### src/rtl/multicycle_control.sv
// ---------------------------------------------------------------------------
// multicycle_control
//   Moore-style control FSM for a multicycle MIPS-like datapath. Sequences
//   fetch / decode / execute / memory / write-back and supervises memory
//   waits with a timeout counter.
//
// Ports
//   clk, rst_n        clock (rising edge) and asynchronous active-low reset
//   Opcode[5:0]       instruction bits [31:26], used in DECODE only
//   Funct[5:0]        instruction bits [5:0], used in EXECUTE only
//   Zero              ALU zero flag (combinational, current cycle)
//   MemReady          memory handshake, 1 = access completes this cycle
//   AluOp[3:0]        ALU operation code
//   MemRead, MemWrite, IorD, IRWrite, PCWrite, RegWrite, RegDst,
//   MemtoReg, ALUSrcA datapath strobes / selects
//   ALUSrcB[1:0]      00 B, 01 const 4, 10 sext imm, 11 sext imm<<2
//   PCSrc[1:0]        00 ALU result, 01 ALUOut, 10 jump target
//   State[3:0]        current state encoding
//   Illegal, MemErr   single-cycle error pulses
// ---------------------------------------------------------------------------
module multicycle_control #(
  parameter int unsigned MEM_TIMEOUT = 15
) (
  input  logic       clk,
  input  logic       rst_n,
  input  logic [5:0] Opcode,
  input  logic [5:0] Funct,
  input  logic       Zero,
  input  logic       MemReady,
  output logic [3:0] AluOp,
  output logic       MemRead,
  output logic       MemWrite,
  output logic       IorD,
  output logic       IRWrite,
  output logic       PCWrite,
  output logic       RegWrite,
  output logic       RegDst,
  output logic       MemtoReg,
  output logic       ALUSrcA,
  output logic [1:0] ALUSrcB,
  output logic [1:0] PCSrc,
  output logic [3:0] State,
  output logic       Illegal,
  output logic       MemErr
);

  // State encodings
  localparam logic [3:0] S_FETCH    = 4'd0;
  localparam logic [3:0] S_DECODE   = 4'd1;
  localparam logic [3:0] S_MEMADR   = 4'd2;
  localparam logic [3:0] S_MEMREAD  = 4'd3;
  localparam logic [3:0] S_MEMWB    = 4'd4;
  localparam logic [3:0] S_MEMWRITE = 4'd5;
  localparam logic [3:0] S_EXECUTE  = 4'd6;
  localparam logic [3:0] S_ALUWB    = 4'd7;
  localparam logic [3:0] S_BRANCH   = 4'd8;
  localparam logic [3:0] S_ADDIEX   = 4'd9;
  localparam logic [3:0] S_ADDIWB   = 4'd10;
  localparam logic [3:0] S_JUMP     = 4'd11;

  // Opcodes
  localparam logic [5:0] OP_RTYPE = 6'b000000;
  localparam logic [5:0] OP_J     = 6'b000010;
  localparam logic [5:0] OP_BEQ   = 6'b000100;
  localparam logic [5:0] OP_BNE   = 6'b000101;
  localparam logic [5:0] OP_ADDI  = 6'b001000;
  localparam logic [5:0] OP_LW    = 6'b100011;
  localparam logic [5:0] OP_SW    = 6'b101011;

  // ALU operation codes
  localparam logic [3:0] ALU_AND = 4'b0000;
  localparam logic [3:0] ALU_OR  = 4'b0001;
  localparam logic [3:0] ALU_ADD = 4'b0010;
  localparam logic [3:0] ALU_SUB = 4'b0110;
  localparam logic [3:0] ALU_SLT = 4'b0111;
  localparam logic [3:0] ALU_NOR = 4'b1100;
  localparam logic [3:0] ALU_SLL = 4'b1101;
  localparam logic [3:0] ALU_SRL = 4'b1110;
  localparam logic [3:0] ALU_SRA = 4'b1000;

  localparam logic [7:0] TIMEOUT_VAL = 8'(MEM_TIMEOUT);

  // R-type funct decode table: each entry is one legal funct code and the
  // ALU operation it selects.
  localparam int NF = 11;
  localparam logic [5:0] FUNCT_TBL [NF] = '{
    6'b100000, 6'b100001, 6'b100010, 6'b100011, 6'b100100, 6'b100101,
    6'b100111, 6'b101010, 6'b000000, 6'b000010, 6'b000011
  };
  localparam logic [3:0] ALUOP_TBL [NF] = '{
    ALU_ADD, ALU_ADD, ALU_SUB, ALU_SUB, ALU_AND, ALU_OR,
    ALU_NOR, ALU_SLT, ALU_SLL, ALU_SRL, ALU_SRA
  };

  logic [3:0] state_reg, state_next;
  logic [7:0] cnt_reg, cnt_next;
  // Instruction flavour remembered from DECODE, since Opcode is not looked
  // at again later in the instruction.
  logic       is_sw_reg, is_sw_next;
  logic       is_bne_reg, is_bne_next;

  logic [NF-1:0] funct_hit;
  logic          funct_legal;
  logic [3:0]    funct_aluop;
  logic          in_wait;
  logic          timeout;

  genvar gi;
  generate
    for (gi = 0; gi < NF; gi++) begin : g_funct
      assign funct_hit[gi] = (Funct == FUNCT_TBL[gi]);
    end
  endgenerate

  always_comb begin
    funct_aluop = ALU_ADD;
    for (int i = 0; i < NF; i++) begin
      if (funct_hit[i]) funct_aluop = ALUOP_TBL[i];
    end
  end

  assign funct_legal = |funct_hit;

  assign in_wait = (state_reg == S_FETCH) || (state_reg == S_MEMREAD) ||
                   (state_reg == S_MEMWRITE);
  // MemReady in the timeout cycle wins: only a cycle without it aborts.
  assign timeout = in_wait && !MemReady && (cnt_reg == TIMEOUT_VAL);

  // Next-state logic
  always_comb begin
    state_next  = S_FETCH;
    is_sw_next  = is_sw_reg;
    is_bne_next = is_bne_reg;
    case (state_reg)
      S_FETCH:    state_next = MemReady ? S_DECODE : S_FETCH;
      S_DECODE: begin
        is_sw_next  = (Opcode == OP_SW);
        is_bne_next = (Opcode == OP_BNE);
        case (Opcode)
          OP_LW, OP_SW:   state_next = S_MEMADR;
          OP_RTYPE:       state_next = S_EXECUTE;
          OP_BEQ, OP_BNE: state_next = S_BRANCH;
          OP_ADDI:        state_next = S_ADDIEX;
          OP_J:           state_next = S_JUMP;
          default:        state_next = S_FETCH;
        endcase
      end
      S_MEMADR:   state_next = is_sw_reg ? S_MEMWRITE : S_MEMREAD;
      S_MEMREAD:  state_next = MemReady ? S_MEMWB :
                               (timeout ? S_FETCH : S_MEMREAD);
      S_MEMWB:    state_next = S_FETCH;
      S_MEMWRITE: state_next = (MemReady || timeout) ? S_FETCH : S_MEMWRITE;
      S_EXECUTE:  state_next = funct_legal ? S_ALUWB : S_FETCH;
      S_ALUWB:    state_next = S_FETCH;
      S_BRANCH:   state_next = S_FETCH;
      S_ADDIEX:   state_next = S_ADDIWB;
      S_ADDIWB:   state_next = S_FETCH;
      S_JUMP:     state_next = S_FETCH;
      default:    state_next = S_FETCH;
    endcase
  end

  // The counter keeps running only while the FSM stays in the same wait
  // state; any transition (including FETCH->FETCH after a timeout) clears it.
  always_comb begin
    if (in_wait && (state_next == state_reg) && !timeout)
      cnt_next = cnt_reg + 8'd1;
    else
      cnt_next = 8'd0;
  end

  always_ff @(posedge clk or negedge rst_n) begin
    if (!rst_n) begin
      state_reg  <= S_FETCH;
      cnt_reg    <= 8'd0;
      is_sw_reg  <= 1'b0;
      is_bne_reg <= 1'b0;
    end else begin
      state_reg  <= state_next;
      cnt_reg    <= cnt_next;
      is_sw_reg  <= is_sw_next;
      is_bne_reg <= is_bne_next;
    end
  end

  // Output decode
  always_comb begin
    AluOp    = ALU_ADD;
    MemRead  = 1'b0;
    MemWrite = 1'b0;
    IorD     = 1'b0;
    IRWrite  = 1'b0;
    PCWrite  = 1'b0;
    RegWrite = 1'b0;
    RegDst   = 1'b0;
    MemtoReg = 1'b0;
    ALUSrcA  = 1'b0;
    ALUSrcB  = 2'b00;
    PCSrc    = 2'b00;
    Illegal  = 1'b0;
    MemErr   = timeout;
    case (state_reg)
      S_FETCH: begin
        MemRead = 1'b1;
        ALUSrcB = 2'b01;
        IRWrite = MemReady;
        PCWrite = MemReady;
      end
      S_DECODE: begin
        ALUSrcB = 2'b11;
        case (Opcode)
          OP_LW, OP_SW, OP_RTYPE, OP_BEQ, OP_BNE, OP_ADDI, OP_J: Illegal = 1'b0;
          default: Illegal = 1'b1;
        endcase
      end
      S_MEMADR: begin
        ALUSrcA = 1'b1;
        ALUSrcB = 2'b10;
      end
      S_MEMREAD: begin
        MemRead = 1'b1;
        IorD    = 1'b1;
      end
      S_MEMWB: begin
        RegWrite = 1'b1;
        MemtoReg = 1'b1;
      end
      S_MEMWRITE: begin
        // The write strobe is withheld in the aborting cycle.
        MemWrite = !timeout;
        IorD     = 1'b1;
      end
      S_EXECUTE: begin
        ALUSrcA = 1'b1;
        AluOp   = funct_aluop;
        Illegal = !funct_legal;
      end
      S_ALUWB: begin
        RegWrite = 1'b1;
        RegDst   = 1'b1;
      end
      S_BRANCH: begin
        ALUSrcA = 1'b1;
        AluOp   = ALU_SUB;
        PCSrc   = 2'b01;
        PCWrite = is_bne_reg ? !Zero : Zero;
      end
      S_ADDIEX: begin
        ALUSrcA = 1'b1;
        ALUSrcB = 2'b10;
      end
      S_ADDIWB: begin
        RegWrite = 1'b1;
      end
      S_JUMP: begin
        PCSrc   = 2'b10;
        PCWrite = 1'b1;
      end
      default: ;
    endcase

    // Reset overrides the decode directly, so strobes drop without waiting
    // for a clock edge even though FETCH normally drives MemRead.
    if (!rst_n) begin
      AluOp    = ALU_ADD;
      MemRead  = 1'b0;
      MemWrite = 1'b0;
      IorD     = 1'b0;
      IRWrite  = 1'b0;
      PCWrite  = 1'b0;
      RegWrite = 1'b0;
      RegDst   = 1'b0;
      MemtoReg = 1'b0;
      ALUSrcA  = 1'b0;
      ALUSrcB  = 2'b01;
      PCSrc    = 2'b00;
      Illegal  = 1'b0;
      MemErr   = 1'b0;
    end
  end

  assign State = state_reg;

endmodule

### config.mk
export PLATFORM = sky130hd
export DESIGN_NAME = multicycle_control
export DESIGN_NICKNAME = d
export VERILOG_FILES = /design/src/rtl/multicycle_control.sv
export SDC_FILE = /design/constraint.sdc
export NUM_CORES = 1
export LEC_CHECK = 0
export CAP_MARGIN = 0
export CORE_MARGIN = 8
export CORE_UTILIZATION = 45
export DETAILED_ROUTE_END_ITERATION = 16
export PLACE_DENSITY = 0.81
export SKIP_CTS_REPAIR_TIMING = 1
export SLEW_MARGIN = 20
export SYNTH_ARGS = -nofsm -noshare
export SYNTH_HDL_FRONTEND = slang
export SYNTH_SLANG_ARGS = --single-unit
### constraint.sdc
create_clock -name clk -period 4.61 [get_ports clk]
set_input_delay 0.922 -clock clk [delete_from_list [all_inputs] [get_ports clk]]
set_output_delay 0.922 -clock clk [all_outputs]
set_load 0.05 [all_outputs]
==> impl_metrics.json, run 1 <==
{
  "clock_skew_ns": 0.00347,
  "ant_nets": 0,
  "cts_buffers": 3,
  "first_pass_iters": 4,
  "synth_cells": 152,
  "overflow": 0,
  "worstSetupStartpoint": "Funct[3]",
  "globalplace.congestion": 0.893,
  "grt_util_met2": 0.302,
  "slowest_stage": "clkdlybuf4s50_1",
  "worst_pin_slew_ns": 0.570,
  "p_per_area_nw_per_um2": 377,
  "outcome": "complete, no violations",
  "finalWirelength_mm": 3.52,
  "die_area_um2": 4570,
  "max-slew-margin-rel": 0.620,
  "avgSynthCellArea_um2": 7.89,
  "syn-cell-area_um2": 1200,
  "drv_slew": 0,
  "min_from": "cnt_reg[0]",
  "antenna_cells": 0,
  "num_vias": 1295,
  "fin_tns_setup_ns": 0,
  "syn_nets": 169,
  "finalCriticalPeriod_ns": 4.00,
  "hold_path.class": "flop to flop",
  "ctsLongestPathBuffers": 2,
  "setup_viol": 0,
  "area_growth_pct": 35.0,
  "crit_top_cell": "clkdlybuf4s50_1",
  "design.core.area_um2": 2500,
  "grtUsageTotal": 0.155,
  "r2r_start": "State[1]",
  "path_class": "input port to output pin",
  "grt_pass1_wl_mm": 5.67,
  "grt_max_degree": 20,
  "clock_sinks": 14,
  "peakVddDrop_mv": 0.262,
  "drive_above_1_share": 0.0899,
  "cts_tree": "done",
  "crit_path_end_kind": "output pin",
  "cpPeakStageDelay_ns": 0.85,
  "ys_seq_elements": 14,
  "maxCapViolCount": 0,
  "grt_pass1_vias": 1309,
  "rsz0062_at_grt": "false",
  "cp.arrival_ns": 3.08,
  "hpwl_mm": 2.86,
  "ioPinCount": 39,
  "antenna_found_initial": 0,
  "use_met1": 0.157,
  "cp.required_ns": 3.69,
  "nets": 208,
  "cp_cell_sequence": "clkdlybuf4s50_1, nor4_1, a21oi_1, nor3_1, clkdlybuf4s50_1",
  "synth_flop_cell": "dfrtp_1",
  "io_buffers": 38,
  "fin_crit_sh": 0.868,
  "hold_slack_ns": 0.485,
  "start_kind": "input port",
  "cts_root_buffer": "clkbuf_4",
  "chipHeight_um": 67.6,
  "avgRoutedWirePerCell_um": 16.1,
  "largest_reg_flops": 8,
  "htree_levels": 1,
  "die_w_um": 67.6,
  "use_met3": 0.0248,
  "final-hold-violation-count": 0,
  "ys_async_sr_fraction": 1.00,
  "synth_cell_type_count": 47,
  "path_clk_slew_ns": 0.07,
  "vias_per_cell": 5.91,
  "yosys_warnings": 0,
  "synth-edff-count": 0,
  "initial_core_util": 0.479,
  "p_leak_nw": 0.630,
  "busiest_layer": "met2",
  "clk_latency_ns": 0.27,
  "n_fill_cell": 228,
  "drt_iter0_drc": 48,
  "crit_fanout": 8,
  "rows": 18,
  "fmax_ghz": 0.250,
  "drc": 0,
  "synth-seq-area-share": 0.292
}
## routing by layer
layer	share of wire	vias to the layer above
li1	-	644
met1	0.39	618
met2	0.55	26
met3	0.051	7
met4	0.016	0
met5	0	-
## worst max-delay path, delay by kind of cell
family / cells / cell delay [ns]
AO/OA/AOI/OAI: 1 / 0.08
buffers and inverters: 2 / 1.38
AND/OR/NAND/NOR: 2 / 0.70
## logic make-up after synthesis
family	after synthesis	synth area share
and+or+nand+nor	82	0.366
AOI/OAI and AO/OA	34	0.224
DFF	14	0.292
buffers and inverters	12	0.0397
xor gates and xnor gates	8	0.0584
muxes	1	0.00835
adders and majority gates	1	0.0104
## metrics by stage
stage	cells	utilization	total power, mW	cell area (um^2)	setup WS (ns)
2_1_floorplan	152	-	0.430	1200	0.543
3_3_place_gp	216	0.638	0.541	1600	0.753
3_5_place_dp	216	0.638	0.546	1600	0.640
5_1_grt	219	0.647	0.646	1620	0.413
4_1_cts	219	0.647	0.613	1620	0.637
6_report	219	0.647	0.610	1620	0.608
## cells in the mapped netlist, types with 2 or more instances
master	number	area, um^2
buf_2	2	10.0
clkbuf_1	3	11.3
o22ai_1	3	18.8
inv_1	6	22.5
a22oi_1	2	15.0
a32oi_1	2	17.5
nand2b_1	5	31.3
nor3b_1	2	15.0
and3_1	3	18.8
nor4_1	4	25.0
a21oi_1	5	25.0
nor3_1	12	60.1
nand3b_1	2	15.0
a211o_1	2	17.5
and2_1	4	25.0
nand3_1	7	35.0
xor2_1	4	35.0
o21ai_0	5	25.0
nor2_1	16	60.1
dfrtp_1	14	350
nand2_1	14	52.6
nor2b_1	7	43.8
xnor2_1	4	35.0
## layout make-up
type	instances	area (um^2)	share of cell area
timing repair buffer	40	383	0.237
sequential	14	350	0.217
clock buffer	3	22.5	0.0139
multi-input combinational	126	802	0.496
tap	30	37.5	0.0232
inverter	6	22.5	0.0139
## path summary, 6_finish.rpt
path	to	slack, ns	depth (start not counted)
setup / recovery	AluOp[3]	0.61	5
min in group asynchronous	cnt_reg[0]	0.94	1
hold reg to reg	cnt_reg[0]	0.49	1
max in group asynchronous	is_sw_reg	3.19	2
setup reg to reg	cnt_reg[1]	2.91	4
hold / removal	cnt_reg[0]	0.49	1
## placed cells by master (no fill, tap or decap), drive strengths merged, types with 2 or more instances in the layout
cell type      netlist  layout
nand3b               2       2
nor3b                2       2
and3                 3       3
o211ai               2       2
o22ai                3       3
clkdlybuf4s50        0      33
nor4                 5       5
inv                  6       6
a21oi                6       6
clkbuf               3       3
nor2                16      16
nand2b               5       5
buf                  3       7
xnor2                4       4
o21ai                5       5
a32oi                3       3
a22oi                2       2
a211o                2       2
and2                 4       4
xor2                 4       4
nand3                7       7
dfrtp               14      14
nor2b                7       7
nand2               14      14
nor3                12      12
## where the power goes
part | leakage (nW) | switching [mW] | total [mW] | internal [mW]
Combinational | 0.424 | 0.228 | 0.358 | 0.130
Clock | 0.0138 | 0.0349 | 0.0651 | 0.0303
Sequential | 0.192 | 0.0463 | 0.187 | 0.140
Total | 0.630 | 0.310 | 0.610 | 0.301
Note: power is estimated with default switching activity, not from simulation.
==> run 2, diff against run 1 <==
--- a/config.mk
+++ b/config.mk
@@ -5,6 +5,7 @@
 export SDC_FILE = /design/constraint.sdc
 export NUM_CORES = 1
 export LEC_CHECK = 0
+export ABC_AREA = 1
 export CAP_MARGIN = 0
 export CORE_MARGIN = 8
 export CORE_UTILIZATION = 45
@@ -15,3 +16,4 @@
 export SYNTH_ARGS = -nofsm -noshare
 export SYNTH_HDL_FRONTEND = slang
 export SYNTH_SLANG_ARGS = --single-unit
+export TNS_END_PERCENT = 5
==> run 2 against run 1 <==
Against the previous run:
- via count barely moved
- clock power rose by 36%
- sequential share of layout area fell by 0.99 points
- clock skew fell by 0.00097 ns
- worst setup slack improved by 0.28 ns
- largest cell class unchanged
- highest routed layer unchanged
==> impl_metrics.json, run 2 <==
{
  "globalplace.congestion": 0.812,
  "crit_path_end_kind": "output pin",
  "area_growth_pct": 36.9,
  "worst_pin_slew_ns": 0.510,
  "maxCapViolCount": 0,
  "grt_pass1_vias": 1234,
  "cpPeakStageDelay_ns": 0.81,
  "largest_reg_flops": 8,
  "synthSimpleGateAreaFrac": 0.426,
  "antenna_found_initial": 0,
  "reg2reg_depth": 10,
  "slowest_stage": "clkdlybuf4s50_1",
  "crit_top_cell": "clkdlybuf4s50_1",
  "final_core_util": 0.631,
  "die_area_um2": 4690,
  "vias_per_cell": 5.04,
  "synthAdderAreaFrac": 0.0101,
  "rrSetupSlack_ns": 2.94,
  "fin_tns_setup_ns": 0,
  "ctsLongestPathBuffers": 2,
  "cp.required_ns": 3.69,
  "path_clk_slew_ns": 0.08,
  "antenna_cells": 0,
  "path_class": "input port to output pin",
  "synth_most_common_cell": "nor2_1",
  "cts_root_buffer": "clkbuf_4",
  "setup_viol": 0,
  "initial_core_util": 0.461,
  "rows": 19,
  "synthMuxAreaShare": 0,
  "syn-cell-area_um2": 1240,
  "drt_iter0_drc": 91,
  "crit_fanout": 3,
  "synth_top_area_share": 0.283,
  "ys_seq_elements": 14,
  "holdPathEnd": "cnt_reg[0]",
  "synthTopCellsByCount": "35 x nor2_1, 34 x inv_1, 28 x nand2_1",
  "peakVddDrop_mv": 0.356,
  "avgRoutedWirePerCell_um": 11.6,
  "hold_path.class": "flop to flop",
  "yosys_warnings": 0,
  "design.core.area_um2": 2690,
  "synth_cells": 184,
  "min_from": "cnt_reg[0]",
  "start_kind": "input port",
  "cts_buffers": 3,
  "syn_nets": 201,
  "rsz0062_at_grt": "false",
  "drv_slew": 0,
  "clock_skew_ns": 0.00250,
  "die_w_um": 68.5,
  "drc": 0,
  "p_leak_nw": 0.798,
  "synth_flop_cell": "dfrtp_1",
  "avgSynthCellArea_um2": 6.73,
  "cts_tree": "done",
  "grt_pass1_wl_mm": 5.00,
  "final_common_cell": "nor2_1",
  "io_buffers": 38,
  "dp.cells": 253,
  "finalWirelength_mm": 2.98,
  "fin_crit_sh": 0.808,
  "grt_max_degree": 17,
  "grtUsageTotal": 0.135,
  "p_per_area_nw_per_um2": 399,
  "first_pass_iters": 4,
  "synth-seq-area-share": 0.283,
  "num_vias": 1294,
  "holdPathStages": 1,
  "synth_top_family_by_area": "simple AND/OR/NAND/NOR gates",
  "yosysTopAreaCell": "dfrtp_1",
  "r2r-end": "cnt_reg[7]",
  "outcome": "complete, no violations",
  "clk_latency_ns": 0.28,
  "cp_cell_sequence": "clkdlybuf4s50_1, inv_1, nand3b_1, nor2_8, nand2_2, nor2_1, clkdlybuf4s50_1",
  "p_total_uw": 676,
  "chipHeight_um": 68.5,
  "stdcell_count": 257,
  "synth_cell_type_count": 32,
  "synth-edff-count": 0,
  "drive_above_1_share": 0.142,
  "nets": 244,
  "cp.arrival_ns": 2.80,
  "synth_compound_gate_area_share": 0.122,
  "ant_nets": 0,
  "fmax_ghz": 0.269,
  "htree_levels": 1,
  "ioPinCount": 39,
  "r2r_start": "cnt_reg[0]",
  "finalCriticalPeriod_ns": 3.72,
  "hpwl_mm": 2.49,
  "yosys.area_share.xor_xnor": 0.0495,
  "synth_area_leaders": "dfrtp_1 28%, nor2_1 11%, inv_1 10%, nand2_1 8.5%, xor2_1 4.2%",
  "overflow": 0,
  "max-slew-margin-rel": 0.659,
  "clock_sinks": 14,
  "final-hold-violation-count": 0,
  "ys_async_sr_fraction": 1.00,
  "layout_common_cells": "35 x nor2_1, 34 x inv_1, 32 x clkdlybuf4s50_1"
}
[run 2: cell types whose count changed in the layout (fill, tap and decap cells not counted), sizes merged, moves of 6 or more]
| cell | change |
|---|---|
| inv | +29 |
| nand2 | +20 |
| nand3 | +6 |
| nor2 | +27 |
| nor2b | -7 |
| nor3 | -8 |
[run 2: area by class of cell]
type                       instances  area (um^2)
inverter                          35          131
sequential                        14          350
fill                             247          991
clock buffer                       4         36.3
tap                               31         38.8
multi-input combinational        134          753
timing repair buffer              39          385
[run 2: logic make-up after synthesis]
kind of cell | Yosys count
flip-flops | 14
AND/OR/NAND/NOR | 103
XOR/XNOR | 7
AO/OA/AOI/OAI | 23
adder cells (fa/ha/maj) | 1
buffers and inverters | 36
[run 2: per-stage QoR]
| stage | area, um^2 | hold WS (ns) | setup slack, ns |
|---|---|---|---|
| finish | 1700 | 0.463 | 0.887 |
| global route | 1700 | 0.483 | 0.766 |
| CTS | 1700 | 0.463 | 0.880 |
| detailed placement | 1660 | 0.452 | 0.879 |
| global placement | 1660 | 0.449 | 0.908 |
| floorplan | 1240 | 0.431 | 0.901 |
[run 2: how the worst max path moves through the flow]
stage | endpoint | slack, ns | startpoint | cells past startpoint
global route | MemErr | 0.77 | MemReady | 7
floorplan | PCWrite | 0.90 | rst_n | 4
finish | MemErr | 0.89 | MemReady | 7
detailed placement | MemErr | 0.88 | MemReady | 7
CTS | MemErr | 0.88 | MemReady | 7
global placement | MemErr | 0.91 | MemReady | 7
[run 2: per-layer routing]
metal	track usage	part of all wire	vias up
met4	0.0230	0.0047	0
met1	0.146	0.42	585
met2	0.251	0.50	30
li1	-	-	677
met5	0	0	-
met3	0.0426	0.074	2
[run 2: critical path, delay by kind of cell]
kind	cells	cell delay, ns
buf+inv	3	1.38
simple gates	4	0.50
[run 2: power by group]
part / internal, mW / switching [mW] / total, mW / leakage (nW)
Sequential: 0.141 / 0.0234 / 0.165 / 0.192
Clock: 0.0481 / 0.0406 / 0.0886 / 0.0210
Combinational: 0.135 / 0.287 / 0.422 / 0.586
==> run 3, diff against run 2 <==
==> constraint.sdc (replaced) <==
create_clock -name clk -period 3.87 [get_ports clk]
set_input_delay 0.774 -clock clk [delete_from_list [all_inputs] [get_ports clk]]
set_output_delay 0.774 -clock clk [all_outputs]
set_load 0.05 [all_outputs]
==> run 3 against run 2 <==
Against the previous run:
- worst setup slack worse by 0.16 ns
- clock-buffer cell count did not move
- cell count did not move
- sequential share of layout area fell by 1.9 points
- sequential power increased by 19%
- combinational power grew 35%
- clock skew rose by 0.0052 ns
- routed wire length grew 5.6%
- register-to-register slack got worse by 0.75 ns
- total power increased by 29%
- design area is 10% higher
- critical path depth decreased by 1
- largest power group unchanged
==> impl_metrics.json, run 3 (synthesis results as in run 2) <==
{
  "outcome": "complete, no violations",
  "drv_slew": 0,
  "clock_sinks": 14,
  "p_leak_nw": 0.866,
  "ioPinCount": 39,
  "hold_path.class": "flop to flop",
  "final_common_cell": "nor2_1",
  "clock_skew_ns": 0.00765,
  "fmax_ghz": 0.318,
  "peakVddDrop_mv": 0.468,
  "start_kind": "input port",
  "cp.arrival_ns": 2.37,
  "holdPathStages": 1,
  "holdPathEnd": "cnt_reg[0]",
  "cts_root_buffer": "clkbuf_4",
  "fin_tns_setup_ns": 0,
  "grt_pass1_wl_mm": 5.22,
  "finalCriticalPeriod_ns": 3.15,
  "drive_above_1_share": 0.195,
  "cp.required_ns": 3.10,
  "ant_nets": 0,
  "rsz0062_at_grt": "false",
  "slowest_stage": "clkdlybuf4s50_1",
  "dp.cells": 253,
  "grt_util_met2": 0.264,
  "htree_levels": 1,
  "largest_reg_flops": 8,
  "avgRoutedWirePerCell_um": 12.3,
  "first_pass_iters": 4,
  "min_from": "cnt_reg[0]",
  "fin_crit_sh": 0.813,
  "setup_ws_ns": 0.722,
  "maxCapViolCount": 0,
  "n_fill_cell": 215,
  "rrSetupSlack_ns": 2.19,
  "drt_iter0_drc": 90,
  "multiInputGateArea_um2": 753,
  "worst-path-buf-inv": 3,
  "drc": 0,
  "globalplace.congestion": 0.799,
  "crit_path_end_kind": "output pin",
  "use_met3": 0.0311,
  "ctsLongestPathBuffers": 2,
  "nets": 244,
  "final_core_util": 0.694,
  "r2r_start": "cnt_reg[0]",
  "max-slew-margin-rel": 0.660,
  "antenna_cells": 0,
  "vias_per_cell": 5.11,
  "antenna_found_initial": 0,
  "design.core.area_um2": 2690,
  "die_w_um": 68.5,
  "cpPeakStageDelay_ns": 0.48,
  "overflow": 0,
  "cp_cell_sequence": "clkdlybuf4s50_1, inv_1, nor2_1, nand2_1, a311oi_1, buf_12",
  "cts_tree": "done",
  "clk_latency_ns": 0.28,
  "grtUsageTotal": 0.141,
  "chipHeight_um": 68.5,
  "grt_max_degree": 17,
  "area_growth_pct": 50.6,
  "path_clk_slew_ns": 0.07,
  "num_vias": 1312,
  "path_class": "input port to output pin",
  "pre_cts_slack_ns": 0.748,
  "final-hold-violation-count": 0,
  "worst_pin_slew_ns": 0.508,
  "stdcell_count": 257,
  "die_area_um2": 4690,
  "hpwl_mm": 2.66,
  "r2r-end": "cnt_reg[5]",
  "grt_pass1_vias": 1250,
  "crit_family": "buffers and inverters",
  "rows": 19,
  "finalWirelength_mm": 3.15,
  "seq_area_um2": 350,
  "reg2reg_depth": 11,
  "busiest_layer": "met2",
  "p_per_area_nw_per_um2": 466,
  "initial_core_util": 0.461,
  "crit_fanout": 16,
  "layout_common_cells": "35 x nor2_1, 34 x inv_1, 28 x nand2_1",
  "cts_buffers": 3,
  "use_met1": 0.158,
  "io_buffers": 38,
  "setup_viol": 0
}
run 3: changes by cell type in the layout (fill, tap and decap cells not counted), sizes merged:
cell,change
buf,+12
clkdlybuf4s50,-12
run 3: how the worst max path moves through the flow:
stage	from	end	slack [ns]	cells past startpoint
final	rst_n	AluOp[0]	0.72	6
after global routing	rst_n	AluOp[0]	0.61	6
after CTS	rst_n	AluOp[0]	0.73	6
after detailed placement	rst_n	AluOp[0]	0.75	6
after global placement	rst_n	ALUSrcB[0]	0.77	4
after floorplan	State[3]	PCWrite	0.39	6
run 3: power by group:
group / internal (mW) / switching (mW) / total, mW
Sequential: 0.168 / 0.0291 / 0.197
Clock: 0.0573 / 0.0466 / 0.104
Combinational: 0.212 / 0.356 / 0.568
Total: 0.437 / 0.432 / 0.869
run 3: through the flow:
step	total power, mW	cell area, um^2	hold slack (ns)
after floorplan	0.556	1240	0.431
after global routing	0.932	1870	0.506
after global placement	0.760	1830	0.450
final	0.869	1870	0.465
after CTS	0.876	1870	0.478
after detailed placement	0.772	1830	0.470
run 3: cell type report:
| cell class | count | area share |
|---|---|---|
| Clock buffer | 4 | 0.0195 |
| Timing Repair Buffer | 39 | 0.298 |
| Inverter | 35 | 0.0704 |
| Tap cell | 31 | 0.0208 |
| Multi-Input combinational cell | 134 | 0.404 |
| Sequential cell | 14 | 0.188 |
run 3: layer usage:
metal / wire [um] / up-vias
li1: - / 679
met1: 1290 / 600
met2: 1630 / 28
met3: 210 / 5
met4: 23 / 0
met5: 0 / -
